--- src/rtl/sa_pkg.sv ---
// rtl/sa_pkg.sv - shared constants, clog2 helper and row entry type for the row collector
package sa_pkg;

    localparam int ROW_DEFAULT = 9;
    localparam int DW_DEFAULT  = 16;

    function automatic int clog2(input int n);
        int r;
        r = 0;
        for (int v = n - 1; v > 0; v = v >> 1) begin
            r = r + 1;
        end
        return r;
    endfunction

    localparam int ROW_IDX_W = clog2(ROW_DEFAULT);

    typedef struct packed {
        logic [ROW_IDX_W-1:0]  idx;
        logic                  last;
        logic [DW_DEFAULT-1:0] data;
    } row_entry_t;

endpackage

--- src/rtl/sa_row_collector_if.sv ---
// rtl/sa_row_collector_if.sv - readout stream (head word, index, last, valid/ready)
interface sa_row_collector_if
    import sa_pkg::*;
#(
    parameter int DW    = DW_DEFAULT,
    parameter int IDX_W = ROW_IDX_W
);
    logic [DW-1:0]    o_data;
    logic [IDX_W-1:0] o_row_idx;
    logic             o_last;
    logic             o_valid;
    logic             i_ready;

    modport master (
        output o_data,
        output o_row_idx,
        output o_last,
        output o_valid,
        input  i_ready
    );

    modport slave (
        input  o_data,
        input  o_row_idx,
        input  o_last,
        input  o_valid,
        output i_ready
    );
endinterface

--- src/rtl/sa_row_fifo.sv ---
// rtl/sa_row_fifo.sv - synchronous first-word-fall-through FIFO with flush and occupancy count
module sa_row_fifo
    import sa_pkg::*;
#(
    parameter int WIDTH = 8,
    parameter int DEPTH = 4
) (
    input  logic                    clk,
    input  logic                    rst,
    input  logic                    flush,
    input  logic                    push,
    input  logic                    pop,
    input  logic [WIDTH-1:0]        wdata,
    output logic [WIDTH-1:0]        rdata,
    output logic                    full,
    output logic                    empty,
    output logic [clog2(DEPTH):0]   count
);
    localparam int AW = clog2(DEPTH);
    localparam int CW = AW + 1;

    logic [WIDTH-1:0] mem_q [DEPTH];
    logic [WIDTH-1:0] mem_d [DEPTH];
    logic [AW-1:0]    wr_ptr_q, wr_ptr_d;
    logic [AW-1:0]    rd_ptr_q, rd_ptr_d;
    logic [CW-1:0]    count_q, count_d;
    logic             do_push, do_pop;

    assign full  = (count_q == CW'(DEPTH));
    assign empty = (count_q == '0);
    assign count = count_q;
    assign rdata = mem_q[rd_ptr_q];

    // A full FIFO still accepts a push when the head leaves in the same cycle.
    assign do_pop  = pop && !empty;
    assign do_push = push && (!full || do_pop);

    always_comb begin
        mem_d    = mem_q;
        wr_ptr_d = wr_ptr_q;
        rd_ptr_d = rd_ptr_q;
        count_d  = count_q;
        if (flush) begin
            wr_ptr_d = '0;
            rd_ptr_d = '0;
            count_d  = '0;
        end else begin
            if (do_push) begin
                mem_d[wr_ptr_q] = wdata;
                wr_ptr_d        = wr_ptr_q + AW'(1);
            end
            if (do_pop) begin
                rd_ptr_d = rd_ptr_q + AW'(1);
            end
            count_d = count_q + CW'(do_push) - CW'(do_pop);
        end
    end

    always_ff @(posedge clk or posedge rst) begin
        if (rst) begin
            for (int i = 0; i < DEPTH; i++) begin
                mem_q[i] <= '0;
            end
            wr_ptr_q <= '0;
            rd_ptr_q <= '0;
            count_q  <= '0;
        end else begin
            mem_q    <= mem_d;
            wr_ptr_q <= wr_ptr_d;
            rd_ptr_q <= rd_ptr_d;
            count_q  <= count_d;
        end
    end
endmodule

--- src/rtl/sa_row_collector.sv ---
// rtl/sa_row_collector.sv - samples strobed systolic row results into a FIFO stream; SA_ROW_SEQ_CHECK_EN adds row-order checking
module sa_row_collector
    import sa_pkg::*;
#(
    parameter int ROW   = ROW_DEFAULT,
    parameter int DW    = DW_DEFAULT,
    parameter int DEPTH = 4
) (
    input  logic                i_clk,
    input  logic                i_rst,
    input  logic                i_enable,
    input  logic [ROW-1:0]      i_row_strobe,
    input  logic [ROW*DW-1:0]   i_row_data,
    sa_row_collector_if.master  rd,
    output logic                o_full,
    output logic                o_overflow,
    output logic                o_seq_err
);
    localparam int IDX_W = clog2(ROW);
    localparam int EW    = IDX_W + 1 + DW;

    logic             one_hot, multi_hot, push_req;
    logic [IDX_W-1:0] enc_idx;
    logic [DW-1:0]    enc_data;
    logic             enc_last;
    logic [EW-1:0]    head;
    logic             fifo_full, fifo_empty;
    logic [clog2(DEPTH):0] fifo_count;
    logic             overflow_q, overflow_d;

    assign one_hot   = (|i_row_strobe) && ((i_row_strobe & (i_row_strobe - ROW'(1))) == '0);
    assign multi_hot = (|i_row_strobe) && !one_hot;
    assign push_req  = i_enable && one_hot;
    assign enc_last  = (enc_idx == IDX_W'(ROW - 1));

    // OR-reduction encoder; only meaningful when the strobe is one-hot.
    always_comb begin
        enc_idx  = '0;
        enc_data = '0;
        for (int k = 0; k < ROW; k++) begin
            if (i_row_strobe[k]) begin
                enc_idx  = enc_idx | IDX_W'(k);
                enc_data = enc_data | i_row_data[k*DW +: DW];
            end
        end
    end

    sa_row_fifo #(
        .WIDTH (EW),
        .DEPTH (DEPTH)
    ) u_fifo (
        .clk   (i_clk),
        .rst   (i_rst),
        .flush (!i_enable),
        .push  (push_req),
        .pop   (rd.i_ready),
        .wdata ({enc_idx, enc_last, enc_data}),
        .rdata (head),
        .full  (fifo_full),
        .empty (fifo_empty),
        .count (fifo_count)
    );

    assign rd.o_valid   = !fifo_empty;
    assign rd.o_data    = fifo_empty ? '0 : head[DW-1:0];
    assign rd.o_last    = fifo_empty ? 1'b0 : head[DW];
    assign rd.o_row_idx = fifo_empty ? '0 : head[EW-1 -: IDX_W];
    assign o_full       = (fifo_count == (clog2(DEPTH) + 1)'(DEPTH));
    assign o_overflow   = overflow_q;

    always_comb begin
        overflow_d = overflow_q;
        if (!i_enable) begin
            overflow_d = 1'b0;
        end else if (push_req && fifo_full && !rd.i_ready) begin
            overflow_d = 1'b1;
        end
    end

    always_ff @(posedge i_clk or posedge i_rst) begin
        if (i_rst) begin
            overflow_q <= 1'b0;
        end else begin
            overflow_q <= overflow_d;
        end
    end

`ifdef SA_ROW_SEQ_CHECK_EN
    logic [IDX_W-1:0] exp_q, exp_d;
    logic             seq_err_q, seq_err_d;

    // Expected row tracks every one-hot strobe, dropped or not, and resyncs on a skip.
    always_comb begin
        exp_d     = exp_q;
        seq_err_d = seq_err_q;
        if (!i_enable) begin
            exp_d     = '0;
            seq_err_d = 1'b0;
        end else if (one_hot) begin
            if (enc_idx != exp_q) begin
                seq_err_d = 1'b1;
            end
            exp_d = enc_last ? '0 : enc_idx + IDX_W'(1);
        end else if (multi_hot) begin
            seq_err_d = 1'b1;
        end
    end

    always_ff @(posedge i_clk or posedge i_rst) begin
        if (i_rst) begin
            exp_q     <= '0;
            seq_err_q <= 1'b0;
        end else begin
            exp_q     <= exp_d;
            seq_err_q <= seq_err_d;
        end
    end

    assign o_seq_err = seq_err_q;
`else
    logic unused_multi_hot;
    assign unused_multi_hot = multi_hot;
    assign o_seq_err        = 1'b0;
`endif
endmodule
--- src/flat_wrapper.sv ---
// flat-port wrapper written by rule: the top's interface ports become plain ports
module sa_row_collector_flat import sa_pkg::*;
#(
    parameter int ROW   = ROW_DEFAULT,
    parameter int DW    = DW_DEFAULT,
    parameter int DEPTH = 4
)
  (i_clk, i_rst, i_enable, i_row_strobe, i_row_data, o_full, o_overflow, o_seq_err, rd_o_data, rd_o_row_idx, rd_o_last, rd_o_valid, rd_i_ready);
  sa_row_collector_if #(.DW(DW)) rd_i ();
  input  logic i_clk;
  input  logic i_rst;
  input  logic i_enable;
  input  logic [ROW-1:0] i_row_strobe;
  input  logic [ROW*DW-1:0] i_row_data;
  output logic o_full;
  output logic o_overflow;
  output logic o_seq_err;
  output wire logic [$bits(rd_i.o_data)-1:0] rd_o_data;
  output wire logic [$bits(rd_i.o_row_idx)-1:0] rd_o_row_idx;
  output wire logic [$bits(rd_i.o_last)-1:0] rd_o_last;
  output wire logic [$bits(rd_i.o_valid)-1:0] rd_o_valid;
  input wire logic [$bits(rd_i.i_ready)-1:0] rd_i_ready;
  assign rd_o_data = rd_i.o_data;
  assign rd_o_row_idx = rd_i.o_row_idx;
  assign rd_o_last = rd_i.o_last;
  assign rd_o_valid = rd_i.o_valid;
  assign rd_i.i_ready = rd_i_ready;
  sa_row_collector #(.ROW(ROW), .DW(DW), .DEPTH(DEPTH)) u_core (.i_clk(i_clk), .i_rst(i_rst), .i_enable(i_enable), .i_row_strobe(i_row_strobe), .i_row_data(i_row_data), .rd(rd_i), .o_full(o_full), .o_overflow(o_overflow), .o_seq_err(o_seq_err));
endmodule
--- config.mk ---
export PLATFORM = sky130hd
export DESIGN_NAME = sa_row_collector_flat
export DESIGN_NICKNAME = d
export VERILOG_FILES = /design/src/rtl/sa_pkg.sv /design/src/rtl/sa_row_collector_if.sv /design/src/rtl/sa_row_fifo.sv /design/src/rtl/sa_row_collector.sv /design/src/flat_wrapper.sv
export SDC_FILE = /design/constraint.sdc
export NUM_CORES = 1
export LEC_CHECK = 0
export CORE_UTILIZATION = 48
export CTS_BUF_LIST = sky130_fd_sc_hd__clkbuf_2
export CTS_CLUSTER_DIAMETER = 50
export DETAILED_ROUTE_END_ITERATION = 16
export PLACE_DENSITY = 0.84
export REMOVE_ABC_BUFFERS = 1
export SYNTH_ARGS = -nofsm -noshare
export SYNTH_HDL_FRONTEND = slang
export SYNTH_SLANG_ARGS = --single-unit
--- constraint.sdc ---
create_clock -name i_clk -period 4.1 [get_ports i_clk]
set_input_delay 1.23 -clock i_clk [delete_from_list [all_inputs] [get_ports i_clk]]
set_output_delay 1.23 -clock i_clk [all_outputs]
set_load 0.01 [all_outputs]
# ---- Word-level counts from Yosys, hierarchy flattened
# Index checks and enable logic that the tools add are counted.
dict set report classes {
  n_addsub 5
  magnitude_cmp 3
  eq_ne 5
  n_mux 33
  bitwise_logic 11
  n_reduce_logical 15
}
# operator count
set ops {}
lappend ops {{16-bit two-way mux} 10}
lappend ops {{16-bit OR} 8}
lappend ops {{84-bit bitwise mux} 1}
lappend ops {{21-bit two-way mux} 3}
lappend ops {{21-bit binary-select mux with 2-bit select} 1}
lappend ops {{21-bit demux with 2-bit select} 1}
lappend ops {{3-bit two-way mux} 5}
lappend ops {{2-bit two-way mux} 6}
lappend ops {{9-bit AND} 1}
lappend ops {{9-bit zero test} 1}
lappend ops {{9-bit OR reduction} 1}
lappend ops {{9-bit by 1-bit subtractor with 9-bit output (second input constant)} 1}
lappend ops {{4-bit two-way mux} 2}
lappend ops {{1-bit logical AND} 7}
lappend ops {{3-bit >= comparator (second input constant)} 2}
lappend ops {{2-bit by 1-bit inequality test with 1-bit output (second input constant)} 3}
lappend ops {{2-bit NOT with 3-bit output} 2}
lappend ops {{2-bit by 1-bit adder with 2-bit output (second input constant)} 2}
lappend ops {{4-bit == test (second input constant)} 1}
lappend ops {{1-bit two-way mux} 4}
lappend ops {{3-bit by 1-bit adder with 3-bit output} 1}
lappend ops {{3-bit == test (second input constant)} 1}
lappend ops {{1-bit zero test} 3}
lappend ops {{3-bit zero test} 1}
lappend ops {{4 further kinds} 4}
dict set report totals {
  reg_bits 92
  in_bits 157
  output_inout_bits 25
  elab_cells 80
}

# ---- Longest topological paths before layout
dict set report depth {
  word_depth 18
  depth_mapped 12
  ltp_nobuf 10
}

# ---- By module
# From an unflattened synthesis, not the netlist that was laid out.
dict set report hier_totals {
  hier_cells 403
  area_unflattened_um2 5202.5
}
# module instances cells_per_inst area_each_um2 seq_area_each_um2
set modules_own_cells {}
lappend modules_own_cells {sa_row_fifo 1 252 4110.2 2277.2}
lappend modules_own_cells {sa_row_collector 1 151 1092.3 25.0}

# ---- Least setup slack after synthesis
# Ideal clock, no wire load.
dict set report synth_path {
  path_type {input to register}
  startpoint {input port i_row_strobe[4]}
  endpoint {register u_core.u_fifo.count_q[2] (netlist: u_core.u_fifo.count[2])}
  setup_ps 119
  arrival_time_ps 3408
  setup_slack_ps 573
  stages 11
  path_cell_list {buf_2 > or3_1 > nand2b_2 > o211ai_4 > a21oi_1 > o31ai_1 > ha_1 > inv_1 > fa_1 > xnor2_1 > and2_1}
}
dict set report synth_between {
  elab_chain_len 9
  elab_cells_between_ends 10
  cone_classes {add/sub (3); mux (1); bitwise (1); reduce/logical (5)}
}
# element line_no
set synth_rtl {}
lappend synth_rtl {{from (decl)} flat_wrapper.sv:13} ;# input logic [ROW-1:0] i_row_strobe;
lappend synth_rtl {{9-bit by 1-bit subtractor with 9-bit output} sa_row_collector.sv:31} ;# assign one_hot = (|i_row_strobe) && ((i_row_strobe & (i_row_strobe - ROW'(1))) == '0);
lappend synth_rtl {{9-bit AND} sa_row_collector.sv:31}
lappend synth_rtl {{9-bit zero test} sa_row_collector.sv:31}
lappend synth_rtl {{1-bit logical AND (*)} sa_row_collector.sv:31}
lappend synth_rtl {{1-bit logical AND (*)} sa_row_collector.sv:33} ;# assign push_req = i_enable && one_hot;
lappend synth_rtl {{1-bit logical AND (*)} sa_row_fifo.sv:36} ;# assign do_push = push && (!full || do_pop);
lappend synth_rtl {{3-bit by 1-bit adder with 3-bit output (*)} sa_row_fifo.sv:55} ;# count_d = count_q + CW'(do_push) - CW'(do_pop);
lappend synth_rtl {{3-bit by 1-bit subtractor with 3-bit output (*)} sa_row_fifo.sv:55}
lappend synth_rtl {{3-bit two-way mux (*)} sa_row_fifo.sv:43} ;# if (flush) begin
lappend synth_rtl {{via u_core.u_fifo.count_d[2]} sa_row_fifo.sv:26} ;# logic [CW-1:0] count_q, count_d;
lappend synth_rtl {{to (signal assigned)} sa_row_fifo.sv:71} ;# count_q <= count_d;
lappend synth_rtl {{to (decl)} sa_row_fifo.sv:26}
# The timed path passes the listed nets; every way through them passes the cells marked *.
# A chain may end at the register's enable or synchronous reset.

# ---- Final worst setup path
dict set report layout_path {
  startpoint {register u_core.u_fifo.count_q[1] (netlist: u_core.u_fifo.count[1])}
  endpoint {output port rd_o_row_idx[2]}
}
dict set report layout_between {
  elab_chain_len 2
}
# element line_no
set layout_rtl {}
lappend layout_rtl {{3-bit zero test} sa_row_fifo.sv:30} ;# assign empty = (count_q == '0);
lappend layout_rtl {{4-bit two-way mux} sa_row_collector.sv:67} ;# assign rd.o_row_idx = fifo_empty ? '0 : head[EW-1 -: IDX_W];
lappend layout_rtl {{to (decl)} flat_wrapper.sv:19} ;# output wire logic [$bits(rd_i.o_row_idx)-1:0] rd_o_row_idx;
# Every way passes these cells.

==> flow_summary.yaml <==
synth:
  synthDistinctLibCells: 46
  yosysTopAreaCellShare: 0.426
  ys_ff_latch: 92
  synth.avg_cell_area_sq_um: 13.5
  async_flop_share: 1.00
  syn_inst: 402
  ys_seq_area_frac: 0.426
  synth_area_sq_um: 5410
  synth_edf_count: 0
  synth_warnings: 0
  synth_area_leader_cell: "dfrtp_1"
  synth_area_leaders: "dfrtp_1 (43%), mux2_4 (16%), mux4_2 (8.7%)"
  synth_flop_cell: "dfrtp_1"
die:
  die-height_um: 108
  die_area_sq_um: 11700
  coreArea_sq_um: 10900
  die_w_um: 108
  row_count: 38
  io_pins: 182
  initial_core_util: 0.497
grt:
  grt_pass1_vias: 4602
  antenna_found_initial: 0
  grt_overflow_total: 0
  grt_max_degree: 56
  grt_usage: 0.289
  grt_pass1_wl_um: 24800
layout:
  antenna_cells: 0
  fin_nets: 747
  nFillCells: 760
  drive_above_1_share: 0.228
  syn_to_final_growth_pct: 38.6
detailed_routing:
  drc: 0
  wl_met3_um: 1460
  routed_wl_um: 16600
  detail_route.wl_per_cell_um: 22.8
  via_per_inst: 6.05
  vias: 4410
  drt_iter0_markers: 304
  routed.top_layer: "met4"
  drt-met1-wl_um: 6410
  first_pass_iters: 6
  antenna_left: 0
  wl_met2_um: 8360
timing:
  rsz0062_at_grt: "false"
  slew_viol_final: 0
  max_freq_mhz: 258
  fin_ws_ps: 229
  fin_crit_ps: 3870
  maxSlewHeadroom: 0.353
  fin_crit_sh: 0.944
  finalHoldViolations: 0
  fin_tns_setup_ps: 0
  fin_skew_ps: 39.6
  setup_viol: 0
  worst_slew_pin_slew_ps: 971
power:
  power_frac_comb: 0.352
  power_frac_clock: 0.194
  powerDensity_nw_per_um2: 298
  finalPower_mw: 2.23
  leakagePower_nw: 3.49
  p_int_mw: 1.49
  irDropWorstVdd_uv: 228
  switching_share: 0.331
  seqPwrFrac: 0.453
  p_switching_mw: 0.739
critical_path:
  worst-r2r-setup-slack_ps: 1240
  cp-start-kind: "register"
  crit_chain: "or3_1, and2_1, clkdlybuf4s50_1"
  path_max_fanout: 26
  worst_path_largest_cell_delay_ps: 780
  criticalPathCategory: "register to output port"
  cpMaxStageDelayCell: "or3_1"
  end_kind: "output port"
  critical_path_required_ps: 2870
  cp_data_arrival_time_ps: 2640
clock_tree:
  htree_levels: 3
  insertion_delay_ps: 590
  cts_buffer_depth: 2
  tritoncts: "yes"
  numCtsBuffers: 9
  root_buffer: "clkbuf_2"
  clock-sinks: 92
  path_clk_slew_ps: 250
  ctsHoldBuffers: 0
worst_hold_path:
  hold_class: "register to register"
placed_design:
  hpwl_um: 11800
  dp_slack_ps: 97.9
  port_buffers: 180
  gp_congestion: 0.800
job:
  cap_violations: 0
run_status:
  status: "completed"
## synthesized netlist by cell type (3+ instances only)
library cell	instances
a221oi_1	16
clkbuf_1	18
or3_1	3
nand2_1	8
dfrtp_1	92
inv_1	10
nand4_2	3
buf_6	9
buf_2	5
nand3_1	18
a22oi_1	16
mux2_4	56
xnor2_1	4
a22o_1	16
a222oi_1	16
mux2_1	24
ha_1	5
mux2_2	4
mux4_2	21
and2_1	24
buf_1	4
## final cells by class
cell class	instances	area (sq um)	area share
inverter	10	38.8	0.00517
multi-input combinational	263	2850	0.380
clock buffer	10	50.0	0.00667
timing repair buffer	208	2020	0.270
clock inverter	6	55.1	0.00734
sequential	92	2300	0.307
tap	140	175	0.0234
## worst max-delay path, delay by kind of cell, from the launching register on
family,cells,cell delay (ps)
AND/OR/NAND/NOR,2,1110
flip-flops,1,490
buffers and inverters,1,480
## power groups by stage
| stage | clock network (mW) | logic, mW | registers (mW) |
|---|---|---|---|
| 5_1_grt | 0.479 | 0.846 | 1.02 |
| 2_1_floorplan | 0 | 0.352 | 1.03 |
| 3_3_place_gp | 0 | 0.769 | 1.02 |
| 4_1_cts | 0.439 | 0.788 | 1.01 |
| 3_5_place_dp | 0 | 0.787 | 1.02 |
| 6_report | 0.434 | 0.787 | 1.01 |
## metrics by stage
step	hold slack, ps	instance area, sq um	util	std cells
after floorplan	453	5190	-	365
after global placement	462	7390	0.679	713
after detailed placement	473	7390	0.679	713
after CTS	522	7500	0.689	729
after global routing	534	7500	0.689	729
final	518	7500	0.689	729
## placed cells by master, fill, tap and decap left out, types with 3 or more instances in the layout
| master | n |
|---|---|
| buf_4 | 27 |
| inv_1 | 9 |
| mux4_2 | 21 |
| a222oi_1 | 16 |
| and2_1 | 24 |
| a221oi_1 | 16 |
| clkbuf_2 | 10 |
| nand2_1 | 8 |
| mux2_2 | 4 |
| clkdlybuf4s50_1 | 180 |
| nand4_2 | 3 |
| mux2_1 | 24 |
| inv_6 | 3 |
| mux2_4 | 56 |
| nand3_1 | 18 |
| xnor2_1 | 4 |
| dfrtp_1 | 91 |
| a22oi_1 | 16 |
| a22o_1 | 16 |
| or3_1 | 3 |
| ha_1 | 5 |
## metal layers
layer / up-vias / track usage
met5: - / 0
met4: 0 / 0.107
met3: 30 / 0.0687
met2: 233 / 0.500
met1: 2227 / 0.350
li1: 1920 / -
## path summary, 6_finish.rpt
check,start,endpoint,cells after the start
max in group asynchronous,i_rst,u_core.u_fifo.mem_q[7],3
worst min-delay path,u_core.u_fifo.mem_q[15],u_core.u_fifo.mem_q[15],1
min in group asynchronous,i_rst,u_core.u_fifo.mem_q[37],2
worst max register to register,u_core.u_fifo.count[1],u_core.u_fifo.count[2],8
worst max-delay path,u_core.u_fifo.count[1],rd_o_row_idx[2],3
worst min register to register,u_core.u_fifo.mem_q[15],u_core.u_fifo.mem_q[15],1
## cells by family after synthesis
logic type | count (synthesis) | synth area share
muxes | 107 | 0.305
DFF | 92 | 0.426
AOI/OAI and AO/OA | 73 | 0.116
and+or+nand+nor | 71 | 0.0821
buffers and inverters | 47 | 0.0469
adders and majority gates | 7 | 0.0171
xor gates and xnor gates | 4 | 0.00647
other | 1 | 0.000693
## registers in the layout, summed over array words and instances (netlist names)
register                flops
u_core.o_overflow           1
u_core.u_fifo.rd_ptr_q      2
u_core.u_fifo.count         3
u_core.u_fifo.mem_q        84
u_core.u_fifo.wr_ptr_q      2
## timing repair
action	in CTS	in global routing
setup buffers	0	0
gates resized for setup	0	1
hold endpoints to repair	0	0
setup endpoints to repair	0	1
No activity file was read; power rests on OpenSTA's default activity.
